[config.mk]
export PLATFORM = sky130hd
export DESIGN_NAME = seq_text_writer
export DESIGN_NICKNAME = d
export VERILOG_FILES = /design/src/rtl/seq_text_pkg.sv /design/src/rtl/seq_cursor_next.sv /design/src/rtl/seq_text_writer.sv
export SDC_FILE = /design/constraint.sdc
export NUM_CORES = 1
export LEC_CHECK = 0
export BUFFER_PORTS_ARGS = -buffer_cell sky130_fd_sc_hd__buf_4
export CELL_PAD_IN_SITES_DETAIL_PLACEMENT = 1
export CELL_PAD_IN_SITES_GLOBAL_PLACEMENT = 1
export CORE_ASPECT_RATIO = 1.5
export CORE_MARGIN = 4
export CORE_UTILIZATION = 25
export DETAILED_ROUTE_END_ITERATION = 7
export PLACE_DENSITY = 0.61
export SLEW_MARGIN = 20
export SYNTH_ARGS = -nofsm -noshare
export SYNTH_HDL_FRONTEND = slang
export SYNTH_HIERARCHICAL = 1
export SYNTH_SLANG_ARGS = --single-unit
[constraint.sdc]
create_clock -name clk -period 11.2 [get_ports clk]
set_input_delay 0 -clock clk [delete_from_list [all_inputs] [get_ports clk]]
set_output_delay 0 -clock clk [all_outputs]
set_load 0.1 [all_outputs]
[src/rtl/seq_text_pkg.sv]
// seq_text_pkg
//   Shared constants and types for the sequential text writer.
//   - Control characters recognised by the writer (newline, backspace, space).
//   - FSM state encoding.
//   - Character classification handed from the writer to the cursor arithmetic.
package seq_text_pkg;

    localparam logic [7:0] CHAR_NL    = 8'h0A;
    localparam logic [7:0] CHAR_BS    = 8'h08;
    localparam logic [7:0] CHAR_SPACE = 8'h20;

    typedef enum logic [1:0] {
        ST_IDLE   = 2'd0,
        ST_ACTIVE = 2'd1,
        ST_CLEAR  = 2'd2
    } state_t;

    typedef enum logic [1:0] {
        CLS_CHAR = 2'd0,
        CLS_NL   = 2'd1,
        CLS_BS   = 2'd2
    } char_class_t;

endpackage

[src/rtl/seq_cursor_next.sv]
// seq_cursor_next
//   Combinational cursor arithmetic for one accepted character.
//   Ports:
//     cursor      in  current write address
//     base        in  session base address (line starts are relative to it)
//     char_class  in  ordinary character / newline / backspace
//     next_cursor out cursor after this character
//     wr_en       out this character produces a RAM write
//     wr_addr     out address of that write
//     wrap        out forward move crossed DEPTH-1 -> 0
module seq_cursor_next
    import seq_text_pkg::*;
#(
    parameter int ADDR_W   = 12,
    parameter int DEPTH    = 4096,
    parameter int LINE_LEN = 64
) (
    input  logic [ADDR_W-1:0] cursor,
    input  logic [ADDR_W-1:0] base,
    input  char_class_t       char_class,
    output logic [ADDR_W-1:0] next_cursor,
    output logic              wr_en,
    output logic [ADDR_W-1:0] wr_addr,
    output logic              wrap
);

    localparam logic [ADDR_W-1:0] MASK      = ADDR_W'(DEPTH - 1);
    localparam logic [ADDR_W-1:0] LINE_MASK = ADDR_W'(LINE_LEN - 1);
    localparam logic [ADDR_W:0]   DEPTH_X   = (ADDR_W + 1)'(DEPTH);
    localparam logic [ADDR_W:0]   LINE_X    = (ADDR_W + 1)'(LINE_LEN);

    // Position inside the current row. LINE_LEN divides DEPTH, so the
    // low bits of the raw difference equal those of the modulo-DEPTH offset.
    logic [ADDR_W-1:0] line_pos;
    // Forward step (1 for a character, up to LINE_LEN for a newline) and the
    // unwrapped sum; the extra bit makes the DEPTH crossing visible.
    logic [ADDR_W:0]   step;
    logic [ADDR_W:0]   fwd_sum;

    always_comb begin
        line_pos = (cursor - base) & LINE_MASK;
        if (char_class == CLS_NL) begin
            step = LINE_X - {1'b0, line_pos};
        end else begin
            step = (ADDR_W + 1)'(1);
        end
        fwd_sum = {1'b0, cursor} + step;

        next_cursor = cursor;
        wr_en       = 1'b0;
        wr_addr     = cursor;
        wrap        = 1'b0;

        case (char_class)
            CLS_CHAR, CLS_NL: begin
                next_cursor = fwd_sum[ADDR_W-1:0] & MASK;
                wrap        = (fwd_sum >= DEPTH_X);
                wr_en       = (char_class == CLS_CHAR);
            end
            CLS_BS: begin
                // Backspace stops at the session base and never signals wrap.
                if (cursor != base) begin
                    next_cursor = (cursor - 1'b1) & MASK;
                    wr_en       = 1'b1;
                    wr_addr     = (cursor - 1'b1) & MASK;
                end
            end
            default: begin
                next_cursor = cursor;
            end
        endcase
    end

endmodule

[src/rtl/seq_text_writer.sv]
// seq_text_writer
//   Streams ASCII characters into a text RAM through a single write port.
//   Handshake: a character transfers on a rising edge where char_valid and
//   char_ready are both high; char_ready depends only on state, never on
//   char_valid. start / clear_req take priority over a character offered in
//   the same cycle, which is then dropped.
//   Ports:
//     clk, resetn           clock, asynchronous active-low reset
//     start, base_addr      open a session at base_addr
//     clear_req, clear_len  fill clear_len locations from base with CLEAR_CHAR
//     char_valid/char_data  character input, char_ready accept
//     mem_addr/data/wren    registered RAM write port
//     cursor                next write address
//     busy                  clear in progress
//     wrap                  one-cycle pulse when the cursor wraps forward
//     dbg_state             current FSM state
module seq_text_writer
    import seq_text_pkg::*;
#(
    parameter int               DATA_W     = 8,
    parameter int               ADDR_W     = 12,
    parameter int               DEPTH      = 4096,
    parameter int               LINE_LEN   = 64,
    parameter logic [DATA_W-1:0] CLEAR_CHAR = DATA_W'(CHAR_SPACE)
) (
    input  logic              clk,
    input  logic              resetn,
    input  logic              start,
    input  logic [ADDR_W-1:0] base_addr,
    input  logic              clear_req,
    input  logic [ADDR_W-1:0] clear_len,
    input  logic              char_valid,
    input  logic [DATA_W-1:0] char_data,
    output logic              char_ready,
    output logic [ADDR_W-1:0] mem_addr,
    output logic [DATA_W-1:0] mem_data,
    output logic              mem_wren,
    output logic [ADDR_W-1:0] cursor,
    output logic              busy,
    output logic              wrap,
    output state_t            dbg_state
);

    localparam logic [ADDR_W-1:0] MASK = ADDR_W'(DEPTH - 1);

    state_t            state;
    logic [ADDR_W-1:0] base;
    logic [ADDR_W-1:0] clr_cnt;
    logic [ADDR_W-1:0] clr_len;

    char_class_t       cls;
    logic [ADDR_W-1:0] nx_cursor;
    logic              nx_wr;
    logic [ADDR_W-1:0] nx_addr;
    logic              nx_wrap;

    always_comb begin
        cls = CLS_CHAR;
        if (char_data == DATA_W'(CHAR_NL)) begin
            cls = CLS_NL;
        end else if (char_data == DATA_W'(CHAR_BS)) begin
            cls = CLS_BS;
        end
    end

    seq_cursor_next #(
        .ADDR_W   (ADDR_W),
        .DEPTH    (DEPTH),
        .LINE_LEN (LINE_LEN)
    ) u_next (
        .cursor      (cursor),
        .base        (base),
        .char_class  (cls),
        .next_cursor (nx_cursor),
        .wr_en       (nx_wr),
        .wr_addr     (nx_addr),
        .wrap        (nx_wrap)
    );

    // Pure state decodes of a registered state: glitch-free.
    assign char_ready = (state == ST_ACTIVE);
    assign busy       = (state == ST_CLEAR);
    assign dbg_state  = state;

    always_ff @(posedge clk or negedge resetn) begin
        if (!resetn) begin
            state    <= ST_IDLE;
            cursor   <= '0;
            base     <= '0;
            clr_cnt  <= '0;
            clr_len  <= '0;
            mem_addr <= '0;
            mem_data <= '0;
            mem_wren <= 1'b0;
            wrap     <= 1'b0;
        end else begin
            mem_wren <= 1'b0;
            wrap     <= 1'b0;
            case (state)
                ST_IDLE, ST_ACTIVE: begin
                    if (start) begin
                        base   <= base_addr & MASK;
                        cursor <= base_addr & MASK;
                    end
                    if (clear_req) begin
                        // The CLEAR state reads base, so a simultaneous start
                        // is already visible when the first fill is issued.
                        clr_cnt <= '0;
                        clr_len <= clear_len;
                        if (clear_len == '0) begin
                            state <= ST_ACTIVE;
                            if (!start) begin
                                cursor <= base;
                            end
                        end else begin
                            state <= ST_CLEAR;
                        end
                    end else if (start) begin
                        state <= ST_ACTIVE;
                    end else if (state == ST_ACTIVE && char_valid) begin
                        cursor <= nx_cursor;
                        wrap   <= nx_wrap;
                        if (nx_wr) begin
                            mem_wren <= 1'b1;
                            mem_addr <= nx_addr;
                            mem_data <= (cls == CLS_BS) ? CLEAR_CHAR : char_data;
                        end
                    end
                end
                ST_CLEAR: begin
                    mem_wren <= 1'b1;
                    mem_addr <= (base + clr_cnt) & MASK;
                    mem_data <= CLEAR_CHAR;
                    clr_cnt  <= clr_cnt + 1'b1;
                    if (clr_cnt == clr_len - 1'b1) begin
                        state  <= ST_ACTIVE;
                        cursor <= base;
                    end
                end
                default: begin
                    state <= ST_IDLE;
                end
            endcase
        end
    end

endmodule

==> out/results.tsv <==
metric	value	unit
mean post-synth cell area	9.079	um^2
Starting Density	25.29	%
EDFF count, synth	0	
Fmax achieved	238.5	MHz
final instance area	7206	um^2
final setup fails	0	
pin count of the biggest net entering global routing	73	
Final Hold Vio Count	0	
Post-synth top flop	dfrtp_1	
DR WL met3	428	um
CP Capture Type	flop	
fraction of registers with async set/reset	100.0	%
Port Buffers	74	
first drt pass iteration count	4	
diode count	0	
Die H	194.7	um
total CTS buffers	9	
Req. time, crit path	11.44	ns
layout cells sized above 1	20.22	%
Final nets	799	
Synth Area in Adders	6.848	%
Syn-to-layout area delta	24.01	%
Final Util	31.37	%
Routed WL	19300	um
post-CTS resize count	0	
top routing layer used	met4	
critical path class	in2reg	
period utilisation layout	37.44	%
Total Routing Usage GR	15.13	%
final hold slack	0.2398	ns
TNS Setup	0	ns
WP data arrival	4.43	ns
Yosys reg bits	72	
final worst path period need	4.193	ns
max_cap viols	0	
CTS sink count	72	
Post-Synth XOR/XNOR Area	7.386	%
Detailed Place HPWL	14250	um
Avg Vias per Cell	5.220	
CP max FO	8	
r2r setup slk	7.04	ns
combinational family with the most area after synthesis	compound AO/OA/AOI/OAI gates	
GR Overflow Total	0	
Die X	132.5	um
Yosys cell types	77	
LEAKAGE	3.199	nW
Slew headroom	24.00	%
Placed Area	6590	um^2
syn_nets	707	
I/O pin total	75	
met2 WL	10840	um
worst vdd ir	129.9	uV
CTS H-tree depth	3	
CORE AREA	22970	um^2
M1 WL	7575	um
Max Slew Vio Count	0	
P per Cell Area	298.2	nW/um^2
post-route ant nets	0	
Synth area leaders	dfrtp_1, mux2i_1, ha_1	
synthesized cell area	5811	um^2
clk_skew	0.01242	ns
row count	68	
vias in the first global route	5634	
clock insertion delay at the later pin of the skew report	0.35	ns
post-synth top area share	31.01	%
gpl congestion	0.8161	
sequential area share after synthesis	31.01	%
clock slew at reported path FFs	0.07	ns
Tightest Pin Transition	1.140	ns
CTS tree	done	
Compound-Gate Fraction of Synth Area	19.21	%
first-pass GRT wire length	31040	um
DR WL/cell	18.98	um
post-synthesis mux area share	12.64	%
outcome	finished clean	
RSZ-0062 raised after global routing	no	
clk buf depth	2	
startpoint types	input port	
Synth Instances	640	
leading area contributor after synthesis	dfrtp_1	
initial DRC count	197	
Hold Crit Class	in2async	
antenna violations before repair	0	
Root Driver	clkbuf_16	
Die Area	25800	um^2
vias	5309	
simple-gate portion of the synthesized area	18.73	%
Ys Warns	6	
DRC viols	0	
[metal layers]
metal | global-route usage [%] | vias up
li1 | - | 2558
met5 | 0 | -
met2 | 29.31 | 75
met1 | 16.49 | 2649
met3 | 2.253 | 27
met4 | 5.200 | 0
[repair_timing]
action                    4_1_cts  5_1_grt
hold buffers                   33        1
buffers inserted                0        0
hold endpoints to repair      104        1
[sequential cells by signal (all words and copies together), names as in the netlist]
name / flops
wrap: 1
mem_data: 8
mem_addr: 12
base: 12
clr_len: 12
dbg_state: 2
cursor: 12
mem_wren: 1
clr_cnt: 12
[synth_stat cells (all sizes together), types with 15 or more instances]
cell type  number
a21oi          42
clkbuf         22
dfrtp          72
ha             27
inv            16
mux2           27
mux2i          43
nand2          29
nand3          29
nor2           67
nor3           18
o21ai          30
o22ai          15
xnor2          22
xor2           27
[path summary, 6_finish.rpt]
kind                            depth (start not counted)         start          end
worst max-delay path                                   17  char_data[4]    cursor[8]
worst min-delay path                                    2        resetn   cursor[11]
worst max register to register                         16     cursor[0]    cursor[9]
worst min register to register                          2   mem_data[7]  mem_data[7]
max in group asynchronous                               2        resetn   clr_cnt[1]
min in group clk                                        4    char_valid         wrap
[cell usage in the layout (no fill, tap or decap), types with 3 or more instances in the layout]
cell type,count
nor2_1,67
nand2_1,29
nand3_1,29
or3_1,6
xnor2_1,22
dlygate4sd3_1,34
dfrtp_1,72
a21oi_1,41
mux2_2,27
nand2b_1,6
a311oi_1,3
nor2b_1,7
a21o_1,6
o21ai_0,30
clkinvlp_4,3
inv_1,16
a31oi_1,3
ha_1,27
a31o_2,5
mux2i_1,43
o211ai_1,4
a211oi_1,12
a211o_1,3
and3_1,5
nor4_1,7
nand4_1,5
clkinv_2,3
o22ai_1,14
fa_1,3
buf_4,80
clkbuf_16,9
a221o_1,12
nor3_1,16
xor2_1,27
o21a_1,7
[report_power, final]
group	internal [W]	switching, W	total (W)
combinational	0.000463	0.000869	0.00133
clock	0.000150	0.000124	0.000273
sequential	0.000359	0.000184	0.000543
[metrics by stage]
step	cells	total power, W	worst slack, ns
finish	1017	0.002149	7.007
global route	1017	0.002311	6.641
CTS	1016	0.002176	7.062
detailed placement	967	0.001881	7.090
global placement	967	0.001860	7.133
floorplan	640	0.001547	6.860
[cell families after synthesis]
| kind of cell | after synthesis |
|---|---|
| muxes | 70 |
| buffers and inverters | 51 |
| AOI/OAI and AO/OA | 161 |
| DFF | 72 |
| and+or+nand+nor | 207 |
| adders and majority gates | 30 |
| xor gates and xnor gates | 49 |
[cell type report]
type,instances,area (um^2)
multi-input cells,517,3766
flip-flops and latches,72,1802
repair buffers,115,952.2
clock buffers,9,225.2
well taps,280,350.3
inverters,17,63.81
fillers,2646,15770
clock inverters,7,46.29
[worst max-delay path, cell delays in order]
cell	delay (ns)
dlygate4sd3_1	0.54
buf_4	0.14
nor4_1	0.27
nand3_1	0.15
nor2_1	0.55
nor2b_1	0.29
nand2_1	0.08
ha_1	0.21
fa_1	0.42
a211oi_1	0.35
o21ai_0	0.23
a21oi_1	0.36
o22ai_1	0.14
xor2_1	0.17
a21oi_1	0.16
o22ai_1	0.10
a221o_1	0.27
Note: power is estimated with default switching activity, not from simulation.
